$ cat src/rtl/ex_div.sv
// ex_div: 32-bit restoring divider for the EX stage (DIV / DIVU).
// One quotient bit per clock, 32 iterations. Signed operands are divided as
// magnitudes and the signs of the quotient and remainder are applied when the
// result is produced.
// Optional feature: define DIV_ZERO_CHECK_EN to short-circuit a zero divisor
// through the BYZERO state (result 0, ready one edge after sampling).
// Without it a zero divisor runs the normal 32 iterations.
module ex_div (
    input  logic        clk,
    input  logic        resetn,
    input  logic        signed_div_i,
    input  logic [31:0] opdata1_i,
    input  logic [31:0] opdata2_i,
    input  logic        start_i,
    input  logic        annul_i,
    output logic [63:0] result_o,
    output logic        ready_o,
    output logic        busy_o
);

    localparam logic [1:0] ST_FREE   = 2'd0;
`ifdef DIV_ZERO_CHECK_EN
    localparam logic [1:0] ST_BYZERO = 2'd1;
`endif
    localparam logic [1:0] ST_ON     = 2'd2;
    localparam logic [1:0] ST_END    = 2'd3;

    logic [1:0]  state_r;
    logic [5:0]  cnt_r;
    logic [31:0] rem_r;      // partial remainder
    logic [31:0] quo_r;      // dividend bits shift out, quotient bits shift in
    logic [31:0] dvs_r;      // divisor magnitude
    logic        sign_q_r;
    logic        sign_r_r;
    logic [63:0] result_r;
    logic        ready_r;
    logic        busy_r;

    logic [32:0] upper_s;
    logic        fits_s;
    logic [31:0] rem_next_s;
    logic [31:0] quo_next_s;
    logic [31:0] fix_q_s;
    logic [31:0] fix_r_s;

    // Two's-complement negation modulo 2^32.
    function automatic logic [31:0] neg32(input logic [31:0] v);
        return 32'd0 - v;
    endfunction

    // Magnitude of a value; only applied when the operation is signed.
    function automatic logic [31:0] mag32(input logic sgn, input logic [31:0] v);
        logic [31:0] m;
        if (sgn && v[31]) begin
            m = neg32(v);
        end else begin
            m = v;
        end
        return m;
    endfunction

    // One restoring step: shift in the next dividend bit, trial-subtract.
    always_comb begin
        upper_s    = {rem_r, quo_r[31]};
        fits_s     = (upper_s >= {1'b0, dvs_r});
        rem_next_s = upper_s[31:0];
        quo_next_s = {quo_r[30:0], 1'b0};
        if (fits_s) begin
            rem_next_s = upper_s[31:0] - dvs_r;
            quo_next_s = {quo_r[30:0], 1'b1};
        end else begin
            rem_next_s = upper_s[31:0];
            quo_next_s = {quo_r[30:0], 1'b0};
        end
    end

    // Sign fixup applied to the final iteration's outcome.
    always_comb begin
        fix_q_s = quo_next_s;
        fix_r_s = rem_next_s;
        if (sign_q_r) begin
            fix_q_s = neg32(quo_next_s);
        end else begin
            fix_q_s = quo_next_s;
        end
        if (sign_r_r) begin
            fix_r_s = neg32(rem_next_s);
        end else begin
            fix_r_s = rem_next_s;
        end
    end

    // Divider FSM and registered outputs.
    always_ff @(posedge clk or negedge resetn) begin
        if (!resetn) begin
            state_r  <= ST_FREE;
            cnt_r    <= 6'd0;
            rem_r    <= 32'd0;
            quo_r    <= 32'd0;
            dvs_r    <= 32'd0;
            sign_q_r <= 1'b0;
            sign_r_r <= 1'b0;
            result_r <= 64'd0;
            ready_r  <= 1'b0;
            busy_r   <= 1'b0;
        end else begin
            case (state_r)
                ST_FREE: begin
                    result_r <= 64'd0;
                    ready_r  <= 1'b0;
                    if (start_i && !annul_i) begin
                        sign_q_r <= signed_div_i & (opdata1_i[31] ^ opdata2_i[31]);
                        sign_r_r <= signed_div_i & opdata1_i[31];
                        quo_r    <= mag32(signed_div_i, opdata1_i);
                        dvs_r    <= mag32(signed_div_i, opdata2_i);
                        rem_r    <= 32'd0;
                        cnt_r    <= 6'd0;
                        busy_r   <= 1'b1;
`ifdef DIV_ZERO_CHECK_EN
                        if (opdata2_i == 32'd0) begin
                            state_r <= ST_BYZERO;
                        end else begin
                            state_r <= ST_ON;
                        end
`else
                        state_r <= ST_ON;
`endif
                    end else begin
                        state_r <= ST_FREE;
                        busy_r  <= 1'b0;
                    end
                end
`ifdef DIV_ZERO_CHECK_EN
                ST_BYZERO: begin
                    busy_r   <= 1'b0;
                    result_r <= 64'd0;
                    if (annul_i) begin
                        state_r <= ST_FREE;
                        ready_r <= 1'b0;
                    end else begin
                        state_r <= ST_END;
                        ready_r <= 1'b1;
                    end
                end
`endif
                ST_ON: begin
                    if (annul_i) begin
                        state_r  <= ST_FREE;
                        cnt_r    <= 6'd0;
                        rem_r    <= 32'd0;
                        quo_r    <= 32'd0;
                        busy_r   <= 1'b0;
                        ready_r  <= 1'b0;
                        result_r <= 64'd0;
                    end else begin
                        rem_r <= rem_next_s;
                        quo_r <= quo_next_s;
                        if (cnt_r == 6'd31) begin
                            state_r  <= ST_END;
                            cnt_r    <= 6'd0;
                            busy_r   <= 1'b0;
                            ready_r  <= 1'b1;
                            result_r <= {fix_r_s, fix_q_s};
                        end else begin
                            cnt_r <= cnt_r + 6'd1;
                        end
                    end
                end
                ST_END: begin
                    busy_r <= 1'b0;
                    if (annul_i || !start_i) begin
                        state_r  <= ST_FREE;
                        ready_r  <= 1'b0;
                        result_r <= 64'd0;
                    end else begin
                        state_r <= ST_END;
                    end
                end
                default: begin
                    state_r  <= ST_FREE;
                    cnt_r    <= 6'd0;
                    busy_r   <= 1'b0;
                    ready_r  <= 1'b0;
                    result_r <= 64'd0;
                end
            endcase
        end
    end

    assign result_o = result_r;
    assign ready_o  = ready_r;
    assign busy_o   = busy_r;

endmodule

$ cat config.mk
export PLATFORM = sky130hd
export DESIGN_NAME = ex_div
export DESIGN_NICKNAME = d
export VERILOG_FILES = /design/src/rtl/ex_div.sv
export SDC_FILE = /design/constraint.sdc
export NUM_CORES = 1
export LEC_CHECK = 0
export ABC_CLOCK_PERIOD_IN_PS = 4900
export BUFFER_PORTS_ARGS = -buffer_cell sky130_fd_sc_hd__buf_2
export CORE_ASPECT_RATIO = 1.25
export CORE_UTILIZATION = 60
export DETAILED_ROUTE_END_ITERATION = 8
export GPL_ROUTABILITY_DRIVEN = 0
export GPL_TIMING_DRIVEN = 0
export HOLD_SLACK_MARGIN = 0.02
export PLACE_DENSITY_LB_ADDON = 0.25
export SKIP_CTS_REPAIR_TIMING = 1
export SLEW_MARGIN = 25
export SYNTH_ARGS = -nofsm -noshare
export SYNTH_HDL_FRONTEND = slang
export SYNTH_SLANG_ARGS = --single-unit
$ cat constraint.sdc
create_clock -name clk -period 4.9 [get_ports clk]
set_input_delay 0.98 -clock clk [delete_from_list [all_inputs] [get_ports clk]]
set_output_delay 0.98 -clock clk [all_outputs]
set_load 0.01 [all_outputs]
==> results of run 1 <==
-- through the flow --
stage               power (mW)  cell area, um2  hold WS [ps]
global route              7.99           13600           493
floorplan                 4.77           11800           450
detailed placement        5.89           12900           463
CTS                       7.32           13500           480
global placement          5.80           12800           459
finish                    7.54           13600           474
-- Yosys cell counts, types with 5 or more instances --
| cell type | n |
|---|---|
| xor2_1 | 84 |
| o31ai_1 | 30 |
| buf_2 | 16 |
| o21bai_1 | 6 |
| clkbuf_1 | 60 |
| o21ai_1 | 25 |
| nor4_1 | 14 |
| o21ai_0 | 194 |
| ha_1 | 37 |
| a31oi_1 | 11 |
| xnor2_1 | 50 |
| nand2_1 | 220 |
| o21a_1 | 6 |
| o211ai_1 | 7 |
| or4_1 | 15 |
| a21boi_0 | 5 |
| a21o_1 | 10 |
| nor3_1 | 31 |
| or3_1 | 17 |
| and2_1 | 5 |
| mux2i_1 | 13 |
| a22o_1 | 6 |
| a21oi_1 | 107 |
| nand3_1 | 44 |
| dfrtp_1 | 172 |
| nand4_1 | 17 |
| a211oi_1 | 7 |
| inv_1 | 56 |
| buf_1 | 5 |
| nor2_1 | 96 |
| o41ai_1 | 15 |
-- state kept, by name, indices dropped and copies added (netlist names) --
register  flops
result_o     64
cnt_r         6
ready_o       1
dvs_r        32
sign_r_r      1
busy_o        1
quo_r        32
state_r       2
rem_r        32
sign_q_r      1
-- layer usage --
metal / part of all wire [%] / track usage, %
met5: 0.042 / 0
met3: 5.9 / 6.62
met1: 37 / 39.6
met2: 50 / 64.1
met4: 7.3 / 24.0
-- critical path, cell delays in order (launching register included) --
cell and delay, ps:
dfrtp_1 380, inv_1 170, ha_1 330, nor2_1 250, a211oi_4 110, o21ai_0 410, a31oi_4 220, or2_1 270
buf_6 150, inv_4 140, clkbuf_4 270, buf_4 250, ha_1 220, nand3b_1 180, or4_1 490, clkbuf_1 220
o21ai_0 240, xor2_1 170, o21ai_0 110
-- path summary, 6_finish.rpt --
kind	from	end	slack (ps)
max	dvs_r[2]	result_o[30]	170
min	result_o[45]	result_o[45]	470
max reg2reg	dvs_r[2]	result_o[30]	170
min reg2reg	result_o[45]	result_o[45]	470
max in group asynchronous	resetn	result_o[5]	3480
min in group asynchronous	resetn	dvs_r[11]	530
-- cell families (layout without fill, tap and decap cells) --
kind of cell / count (synthesis) / after routing
AO/OA/AOI/OAI: 470 / 470
adder cells (fa/ha/maj): 38 / 38
buffers and inverters: 142 / 315
XOR/XNOR: 134 / 134
multiplexers: 14 / 14
flip-flops: 172 / 172
AND/OR/NAND/NOR: 491 / 491
-- report_power, final --
part | total [mW] | internal [mW] | switching [mW]
Clock | 1.42 | 0.738 | 0.677
Combinational | 4.20 | 1.57 | 2.63
Sequential | 1.92 | 1.66 | 0.267
Total | 7.54 | 3.96 | 3.58
-- area by class of cell --
type	instances	area, um2	share of cell area (%)
buffer	83	369	2.72
sequential	172	4300	31.7
clock inverter	15	198	1.45
clock buffer	17	425	3.13
inverter	58	220	1.62
timing repair buffer	142	761	5.60
multi-input combinational	1147	6980	51.4
tap	265	332	2.44
==> flow_metrics.py, run 1 <==
metrics = {
    "run_status": {
        "status": "complete, no violations",
    },
    "global_route": {
        "antenna_found_initial": 1,
        "grt_pass1_vias": 11700,
        "track_usage_pct": 36.4,
        "grt_max_degree": 88,
        "grt_pass1_wl_um": 57600,
        "grt-ovfl-total": 0,
    },
    "yosys": {
        "netlist-cell-type-count": 82,
        "synthFlopType": "dfrtp_1",
        "synth_top_area_share_pct": 36.4,
        "synth-seq-area-share_pct": 36.4,
        "yosys.area.top_type": "dfrtp_1",
        "muxShareOfSynthArea_pct": 1.20,
        "synth_area_leaders": "dfrtp_1 36%, o21ai_0 8.2%, nand2_1 7.0%, xor2_1 6.2%, a21oi_1 4.5%",
        "synth_top_family_by_area": "compound AO/OA/AOI/OAI gates",
        "ys_ff_latch": 172,
        "asyncSetResetFlopFracSynth_pct": 100,
        "synth-compound-area-share_pct": 24.3,
        "synth_edf_count": 0,
        "synthCells": 1461,
        "yosys_warnings": 0,
        "syn_area_mm2": 0.0118,
        "syn_area_per_cell_um2": 8.09,
        "synth_fp_nets": 1568,
        "synth_xor_area_share_pct": 9.92,
        "synthAdderAreaFrac_pct": 4.08,
        "synthSimpleGateAreaFrac_pct": 19.2,
    },
    "critical_path": {
        "crit_arrival_ps": 5010,
        "criticalPathCategory": "register to register",
        "r2r_cells": 18,
        "cp-start-kind": "register",
        "worstPathMaxFanout": 10,
        "cp.required_ps": 5190,
        "worst_setup_path_end_kind": "register",
    },
    "job": {
        "maxCapViolations": 0,
    },
    "timing": {
        "fin_ws_ps": 172,
        "skew_ps": 21.5,
        "max_slew_margin_pct": 40.5,
        "timing.final.hold_violations": 0,
        "period_share_pct": 96.5,
        "clock.fmax_ghz": 0.212,
        "layout_min_cycle_time_ps": 4730,
        "finalSetupViolCount": 0,
        "worst_slew_pin_slew_ps": 887,
        "setup_tns_ps": 0,
        "drv_slew": 0,
    },
    "route": {
        "routed_wl_um": 35700,
        "antenna_left": 0,
        "drc": 0,
        "vias": 11800,
        "routed_via_density": 6.23,
        "drtPass1Iterations": 8,
        "drt-initial-drc-count": 936,
        "wl_per_cell_um": 18.8,
    },
    "finish": {
        "layout.nets": 1728,
        "antenna_cells": 0,
        "final_common_cell": "nand2_1",
        "final_cell_mix": "220 x nand2_1, 192 x o21ai_0, 172 x dfrtp_1",
        "drive_gt1_share_pct": 14.0,
        "final_cell_count_no_fill": 1899,
        "fillCellCount": 1663,
        "final_util_pct": 70.0,
        "area_delta_synth_final_pct": 14.9,
    },
    "floorplanning": {
        "fp.dieW_um": 128,
        "pin_count": 135,
        "die_y_um": 159,
        "rows": 57,
        "fp.coreArea_mm2": 0.0194,
        "start_util_pct": 61.0,
        "die-area_mm2": 0.0203,
    },
    "placed_design": {
        "placed_cells": 1861,
        "dp_hpwl_um": 27300,
        "pre_cts_slack_ps": -520,
        "io_buffers": 134,
    },
    "power": {
        "ir_drop_mv": 0.424,
        "leakagePower_nw": 6.04,
        "p_per_area_mw_per_mm2": 555,
    },
    "clock_tree": {
        "cts_buffers": 17,
        "clk_latency_ps": 450,
        "cts_buffer_depth": 2,
        "h-tree-depth": 4,
        "tritoncts": "yes",
        "cts_root_buffer": "clkbuf_16",
        "cts_sinks": 172,
        "path_clk_slew_ps": 70,
    },
    "min_path": {
        "whs_path_depth": 2,
        "min_path_type": "register to register",
    },
}
No activity file was read; power rests on OpenSTA's default activity.
==> inputs of run 2 (changes only) <==
BUFFER_PORTS_ARGS = default   (was -buffer_cell sky130_fd_sc_hd__buf_2)
CORE_UTILIZATION = 65   (was 60)
DONT_BUFFER_PORTS = 1   (was default)
==> run 2 against run 1 <==
Clock skew down 7.1 ps; largest cell class unchanged; sequential cell count unchanged; combinational power down 6.0%; maximum frequency down 0.23%; hold slack worse by 240 ps; wire length up 1.7%; power down 2.2%; setup slack worse by 11 ps; first-iteration DRC count up 7.7%.
==> flow_metrics.py, run 2 (same netlist as run 1, synthesis figures left out) <==
metrics = {
    "global_route": {
        "grt_max_degree": 173,
        "grt_pass1_wl_um": 57300,
        "antenna_found_initial": 0,
        "grt-ovfl-total": 0,
        "track_usage_pct": 39.9,
        "use_met3_pct": 7.07,
        "grt_pass1_vias": 11200,
        "grt_busiest_layer": "met2",
        "use_met1_pct": 45.6,
        "grtUsageMet2_pct": 65.9,
    },
    "critical_path": {
        "criticalPathCategory": "register to register",
        "r2r_slack_ps": 160,
        "slowest_stage": "dfrtp_1",
        "max_stage_delay_ps": 460,
        "worstPathMaxFanout": 10,
        "path_delay_family": "compound AO/OA/AOI/OAI gates",
        "cp-start-kind": "register",
        "crit_arrival_ps": 5040,
        "cp.required_ps": 5210,
        "worst_setup_path_end_kind": "register",
        "cp_cell_sequence": "ha_1, buf_2, a21oi_1, o21ai_1, a211oi_2, o311ai_4, or2_1, buf_6, inv_4, buf_2, buf_4, ha_1, nand3b_1, or4_1, clkbuf_1, o41ai_2, xor2_1, o21ai_1",
        "path_buf_inv": 6,
    },
    "route": {
        "antenna_left": 0,
        "routed_via_density": 6.63,
        "routed_wl_um": 36300,
        "wl_per_cell_um": 21.1,
        "vias": 11400,
        "drc": 0,
        "drtPass1Iterations": 9,
        "drt-initial-drc-count": 1008,
    },
    "run_status": {
        "status": "complete, no violations",
    },
    "floorplanning": {
        "die_y_um": 153,
        "fp.coreArea_mm2": 0.0176,
        "rows": 54,
        "fp.dieW_um": 123,
        "pin_count": 135,
        "die-area_mm2": 0.0187,
        "start_util_pct": 67.1,
    },
    "job": {
        "maxCapViolations": 0,
    },
    "power": {
        "p_seq_share_pct": 27.2,
        "p_per_area_mw_per_mm2": 578,
        "clock_power_share_pct": 19.2,
        "p_int_mw": 3.88,
        "comb_power_share_pct": 53.6,
        "ir_drop_mv": 0.378,
        "switching_share_pct": 47.3,
        "leakagePower_nw": 5.36,
        "power.switching_mw": 3.49,
    },
    "timing": {
        "finalSetupViolCount": 0,
        "clock.fmax_ghz": 0.211,
        "rsz0062_at_grt": "no",
        "timing.final.hold_violations": 0,
        "layout_min_cycle_time_ps": 4740,
        "worst_slew_pin_slew_ps": 814,
        "max_slew_margin_pct": 45.4,
        "drv_slew": 0,
        "hold_ws_ps": 230,
        "period_share_pct": 96.7,
        "skew_ps": 14.4,
    },
    "clock_tree": {
        "cts_sinks": 172,
        "path_clk_slew_ps": 80,
        "cts_root_buffer": "clkbuf_16",
        "cts_buffer_depth": 2,
        "tritoncts": "yes",
        "h-tree-depth": 4,
        "clk_latency_ps": 440,
        "cts_buffers": 17,
    },
    "placed_design": {
        "placed_cells": 1685,
        "dp_hpwl_um": 27500,
        "io_buffers": 0,
    },
    "finish": {
        "area_delta_synth_final_pct": 7.86,
        "fillCellCount": 1330,
        "drive_gt1_share_pct": 5.56,
        "antenna_cells": 0,
        "final_cell_count_no_fill": 1716,
        "largest_reg_flops": 64,
        "final_common_cell": "nand2_1",
        "regArea_mm2": 0.00430,
        "layout.nets": 1586,
        "multi_input_area_mm2": 0.00697,
        "final_cell_mix": "220 x nand2_1, 193 x o21ai_0, 172 x dfrtp_1",
    },
    "min_path": {
        "min_path_type": "input port to async pin",
    },
}
run 2: cell count changes in the layout (fill, tap and decap cells not counted), moves of 2 or more:
cell,change
buf_2,-132
buf_4,-7
clkinv_8,-4
inv_6,+4
inv_8,-2
run 2: cell type report:
type	instances	share of cell area, %
tap	224	2.20
sequential	172	33.7
inverter	58	1.73
clock buffer	19	3.47
multi-input combinational	1147	54.7
clock inverter	13	1.31
buffer	83	2.87
run 2: worst reg2reg max path, cell delays in order (launching register included):
cell and delay (ps):
dfrtp_1 460, ha_1 320, buf_2 160, a21oi_1 210, o21ai_1 160, a211oi_2 320, o311ai_4 180, or2_1 280
buf_6 150, inv_4 140, buf_2 290, buf_4 270, ha_1 230, nand3b_1 190, or4_1 440, clkbuf_1 180
o41ai_2 280, xor2_1 220, o21ai_1 110
run 2: metrics by stage:
stage / utilization, % / instance area, um2 / setup slack [ps] / total power, mW / setup TNS [ps]
after floorplan: - / 11800 / 725 / 4.77 / 0
after global placement: 68.6 / 12100 / -291 / 5.68 / -1600
after detailed placement: 68.6 / 12100 / -371 / 5.77 / -2270
after CTS: 72.1 / 12700 / -418 / 7.20 / -2860
after global routing: 72.3 / 12800 / 19.2 / 7.78 / 0
final: 72.3 / 12800 / 161 / 7.37 / 0
run 2: layer usage:
metal / share of wire, % / up-vias
li1: - / 5250
met3: 6.3 / 187
met4: 8.5 / 0
met2: 49 / 562
met1: 37 / 5386
met5: 0 / -
run 2: worst paths after layout:
kind                            from            to  cells past startpoint
setup / recovery           rem_r[19]  result_o[22]                     18
hold / removal                resetn     dvs_r[22]                      0
setup reg to reg           rem_r[19]  result_o[22]                     18
hold reg to reg            dvs_r[10]     dvs_r[10]                      2
max in group asynchronous     resetn   result_o[9]                      0
min in group clk           dvs_r[10]     dvs_r[10]                      2
run 2: power groups by stage:
stage	Sequential, mW	Clock, mW	Combinational, mW
after floorplan	1.88	0	2.89
after global placement	2.00	0	3.68
after detailed placement	2.01	0	3.76
after CTS	1.98	1.41	3.80
after global routing	2.02	1.47	4.28
final	2.00	1.42	3.95
